[src/rtl/imem_loader.sv]
`default_nettype none
// ============================================================================
// imem_loader : big-endian byte-stream loader for instruction memory; holds
// the core in reset until a whole image is written. Optional LOADER_CHECKSUM_EN
// adds a trailing XOR checksum byte.  Rev 1.0
// ============================================================================
module imem_loader #(
  parameter int ADDR_W = 10,
  parameter int DATA_W = 32
) (
  input  logic              clock,
  input  logic              rst,
  input  logic [7:0]        in_data,
  input  logic              in_valid,
  output logic              in_ready,
  input  logic              reload,
  output logic              mem_we,
  output logic [ADDR_W-1:0] mem_addr,
  output logic [DATA_W-1:0] mem_data,
  output logic              cpu_rst,
  output logic              done,
  output logic              err
);

  localparam logic [31:0] DEPTH = 32'(1) << ADDR_W;

  typedef enum logic [2:0] {
    S_HDR_HI = 3'd0,
    S_HDR_LO = 3'd1,
    S_DATA   = 3'd2,
`ifdef LOADER_CHECKSUM_EN
    S_CHK    = 3'd3,
`endif
    S_DONE   = 3'd4,
    S_ERR    = 3'd5
  } state_t;

  state_t            state;
  state_t            state_nxt;
  logic [15:0]       n;
  logic [ADDR_W:0]   word_idx;
  logic [ADDR_W:0]   idx_inc;
  logic [1:0]        byte_cnt;
  logic [23:0]       word_sh;
  logic [15:0]       hdr_n;
  logic              accept;
  logic              last_word;
  logic              restart;
`ifdef LOADER_CHECKSUM_EN
  logic [7:0]        csum;
`endif

  assign accept    = in_valid && in_ready;
  assign hdr_n     = {n[15:8], in_data};
  assign idx_inc   = word_idx + 1'b1;
  // word_idx is one bit wider than the address so N == DEPTH terminates cleanly
  assign last_word = (32'(idx_inc) == 32'(n));
  assign restart   = ((state == S_DONE) || (state == S_ERR)) && reload;

  always_ff @(posedge clock or posedge rst) begin
    if (rst) begin
      state <= S_HDR_HI;
    end else begin
      state <= state_nxt;
    end
  end

  always_comb begin
    state_nxt = state;
    in_ready  = 1'b0;
    done      = 1'b0;
    err       = 1'b0;
    cpu_rst   = 1'b1;
    case (state)
      S_HDR_HI: begin
        in_ready = 1'b1;
        if (accept) state_nxt = S_HDR_LO;
      end
      S_HDR_LO: begin
        in_ready = 1'b1;
        if (accept) begin
          if ({16'd0, hdr_n} > DEPTH) begin
            state_nxt = S_ERR;
          end else if (hdr_n == 16'd0) begin
`ifdef LOADER_CHECKSUM_EN
            state_nxt = S_CHK;
`else
            state_nxt = S_DONE;
`endif
          end else begin
            state_nxt = S_DATA;
          end
        end
      end
      S_DATA: begin
        in_ready = 1'b1;
        if (accept && (byte_cnt == 2'd3) && last_word) begin
`ifdef LOADER_CHECKSUM_EN
          state_nxt = S_CHK;
`else
          state_nxt = S_DONE;
`endif
        end
      end
`ifdef LOADER_CHECKSUM_EN
      S_CHK: begin
        in_ready = 1'b1;
        if (accept) state_nxt = (in_data == csum) ? S_DONE : S_ERR;
      end
`endif
      S_DONE: begin
        done    = 1'b1;
        cpu_rst = 1'b0;
        if (reload) state_nxt = S_HDR_HI;
      end
      S_ERR: begin
        err = 1'b1;
        if (reload) state_nxt = S_HDR_HI;
      end
      default: state_nxt = S_HDR_HI;
    endcase
  end

  always_ff @(posedge clock or posedge rst) begin
    if (rst) begin
      n        <= '0;
      word_idx <= '0;
      byte_cnt <= '0;
      word_sh  <= '0;
      mem_we   <= 1'b0;
      mem_addr <= '0;
      mem_data <= '0;
`ifdef LOADER_CHECKSUM_EN
      csum     <= '0;
`endif
    end else begin
      mem_we <= 1'b0;
      if (restart) begin
        word_idx <= '0;
        byte_cnt <= '0;
`ifdef LOADER_CHECKSUM_EN
        csum     <= '0;
`endif
      end else if (accept) begin
`ifdef LOADER_CHECKSUM_EN
        csum <= csum ^ in_data;
`endif
        case (state)
          S_HDR_HI: n[15:8] <= in_data;
          S_HDR_LO: n[7:0]  <= in_data;
          S_DATA: begin
            byte_cnt <= byte_cnt + 2'd1;
            if (byte_cnt == 2'd3) begin
              mem_we   <= 1'b1;
              mem_addr <= word_idx[ADDR_W-1:0];
              mem_data <= {word_sh, in_data};
              word_idx <= idx_inc;
            end else begin
              word_sh <= {word_sh[15:0], in_data};
            end
          end
          default: ;
        endcase
      end
    end
  end

endmodule
`default_nettype wire

[config.mk]
export PLATFORM = sky130hd
export DESIGN_NAME = imem_loader
export DESIGN_NICKNAME = d
export VERILOG_FILES = /design/src/rtl/imem_loader.sv
export SDC_FILE = /design/constraint.sdc
export NUM_CORES = 1
export LEC_CHECK = 0
export BUFFER_PORTS_ARGS = -buffer_cell sky130_fd_sc_hd__buf_4
export CORE_MARGIN = 1.5
export CORE_UTILIZATION = 40
export DETAILED_ROUTE_END_ITERATION = 6
export GPL_TIMING_DRIVEN = 0
export HOLD_SLACK_MARGIN = 0.15
export PLACE_DENSITY = 0.7
export SLEW_MARGIN = 10
export SYNTH_ARGS = -nofsm -noshare
export SYNTH_HDL_FRONTEND = slang
export SYNTH_SLANG_ARGS = --single-unit
[constraint.sdc]
create_clock -name clock -period 5.9 [get_ports clock]
set_input_delay 1.18 -clock clock [delete_from_list [all_inputs] [get_ports clock]]
set_output_delay 1.18 -clock clock [all_outputs]
set_load 0.02 [all_outputs]
==> reports/qor.yml <==
sta:
  skew_ns: 0.0105
  relSlewSlack: 0.404
  period_needed_ns: 2.55
  rsz0062_at_grt: "no"
  drv_slew: 0
  period_share: 0.432
  tns_ns: 0
  finalHoldViolCount: 0
  max_freq_mhz: 392
  worst_pin_slew_ns: 0.892
  setup-violations-final: 0
finish:
  final_cells: 622
  diodes: 0
  final_common_cell: "nand2_1"
  layout.cells.most_common_list: "nand2_1 (138), dfrtp_1 (99), buf_4 (62), mux2_2 (40), nor2_1 (15)"
  fill_cells: 979
  syn_to_final_growth_pct: 19.2
  finalNetCount: 495
  drive_gt1_frac: 0.274
synth:
  synth_xor_area_frac: 0.0388
  synth-simple-area-share: 0.199
  synth-compound-area-share: 0.0446
  synth_adder_area_share: 0.00583
  yosysUniqueCellTypes: 45
  synthFlopType: "dfrtp_1"
  synth_top_family_by_area: "simple AND/OR/NAND/NOR gates"
  yosys_register_bits: 99
  synth_seq_area_share: 0.577
  avgSynthCellArea_um2: 10.4
  synth.area.mux_share: 0.107
  synth_fp_nets: 425
  netlist_area_um2: 4290
  synthCells: 411
  ys_async_sr_fraction: 1.00
  ys_warn_count: 0
  synth_edf_count: 0
detailed_routing:
  first_pass_iters: 5
  vias_per_cell: 5.01
  ant_nets: 0
  avgRoutedWirePerCell_um: 14.7
  drtIter0Drc: 121
  drc_errors: 0
  drt_wl_total_um: 9160
  vias: 3116
run:
  maxCapViolCount: 0
clocking:
  clockBufferDepth: 2
  cts_tree: "done"
  cts_sinks: 99
  cts_root_buf: "clkbuf_8"
  hold_buffers: 0
  insertion_delay_ns: 0.36
  clk_pin_slew_worst_paths_ns: 0.10
  numCtsBuffers: 9
  ctsResizeCount: 0
  htree_levels: 3
  post-cts-setup-buffers: 0
grt:
  overflow: 0
  grt_first_pass_wirelength_um: 15500
  grt_pass1_vias: 3124
  antenna_found_initial: 0
  grt_max_degree: 61
  grt_use_total: 0.173
floorplanning:
  rows: 37
  initial_core_util: 0.414
  die_w_um: 107
  die_area_um2: 11400
  io_pins: 59
  core_area_um2: 10400
  die_h_um: 107
placed_design:
  dp_cells: 606
  gp_congestion: 0.816
  dp.final_hpwl_um: 6610
  io_buffers: 58
worst_hold_path:
  hp-class: "reg -> reg"
  min_from: "mem_addr[7]"
setup_path:
  worstPathRequired_ns: 4.72
  cp_max_fo: 7
  slowest_stage: "dfrtp_1"
  crit_type: "reg -> out"
  cp.arrival_ns: 1.37
  r2r_start: "word_idx[0]"
  path_cells: "nor2b_1 -> and2_1 -> buf_4"
  startpoint: "state[2]"
  cp_slowest_stage_delay_ns: 0.49
  end_kind: "output port"
  critPathLaunchType: "flop"
pwr:
  peakVddDrop_v: 0.000170
  p_leak_uw: 0.00264
  pwr_density_cell_nw_per_um2: 298
outcome:
  status: "finished clean"
-- cell usage after synthesis (4+ instances only) --
| master | number | share of area |
|---|---|---|
| xor2_1 | 7 | 0.014 |
| a21oi_1 | 4 | 0.0047 |
| mux2_2 | 40 | 0.10 |
| buf_2 | 7 | 0.0082 |
| nor2_1 | 15 | 0.013 |
| o21ai_0 | 13 | 0.015 |
| nand2_1 | 138 | 0.12 |
| nor3_1 | 6 | 0.0070 |
| clkbuf_1 | 7 | 0.0061 |
| buf_4 | 4 | 0.0070 |
| xnor2_1 | 12 | 0.024 |
| inv_1 | 4 | 0.0035 |
| dfrtp_1 | 99 | 0.58 |
| nand3_1 | 11 | 0.013 |
-- cells by family after synthesis --
group                    after synthesis
AO/OA/AOI/OAI                         31
XOR/XNOR                              19
adder cells (fa/ha/maj)                2
buffers and inverters                 25
flip-flops                            99
multiplexers                          41
AND/OR/NAND/NOR                      194
-- stage by stage --
stage	util	cell area [um2]	power [uW]	setup WS, ns	hold WS [ns]
4_1_cts	0.493	5120	1540	3.35	0.489
3_5_place_dp	0.475	4930	1130	3.35	0.464
6_report	0.493	5120	1530	3.35	0.482
2_1_floorplan	-	4290	1040	2.13	0.435
5_1_grt	0.493	5120	1600	3.19	0.508
3_3_place_gp	0.472	4900	1110	1.06	0.453
-- path summary, 6_finish.rpt --
| kind | endpoint | slack (ns) | cells past startpoint |
|---|---|---|---|
| max | err | 3.35 | 3 |
| min | mem_addr[7] | 0.48 | 2 |
| max reg2reg | state[1] | 3.70 | 8 |
| min reg2reg | mem_addr[7] | 0.48 | 2 |
| max in group asynchronous | mem_data[5] | 4.37 | 3 |
| min in group asynchronous | mem_data[17] | 0.87 | 2 |
-- cell type report --
class / count / area [um2] / share of cell area
plain buffers: 20 / 98.8 / 0.0193
clock buffers: 10 / 128 / 0.0249
clock inverters: 6 / 61.3 / 0.0120
inverters: 5 / 21.3 / 0.00416
multi-input cells: 287 / 1700 / 0.332
flip-flops and latches: 99 / 2480 / 0.484
well taps: 136 / 170 / 0.0333
repair buffers: 59 / 463 / 0.0905
-- state kept, by name, summed over array words and instances (netlist names) --
signal / flops
word_idx: 11
word_sh: 24
byte_cnt: 2
state: 3
mem_data: 32
mem_addr: 10
mem_we: 1
n: 16
-- routing by layer --
layer / routed length, um / vias up / share of wire / track usage
met5: 0 / - / 0 / 0
met4: 178 / 0 / 0.019 / 0.0533
met3: 408 / 14 / 0.045 / 0.0462
met2: 4480 / 75 / 0.49 / 0.282
met1: 4100 / 1532 / 0.45 / 0.227
li1: - / 1495 / - / -
-- worst max-delay path: cells and delay by family (launching register included) --
kind	cells	cell delay [ns]
flops	1	0.49
buf+inv	1	0.13
simple gates	2	0.38
-- power breakdown --
group	leakage (uW)	switching [uW]	internal, uW	total, uW
Sequential	0.00134	66.7	753	819
Combinational	0.00120	141	154	294
Clock	0.0000917	248	163	411
No activity file was read; power rests on OpenSTA's default activity.
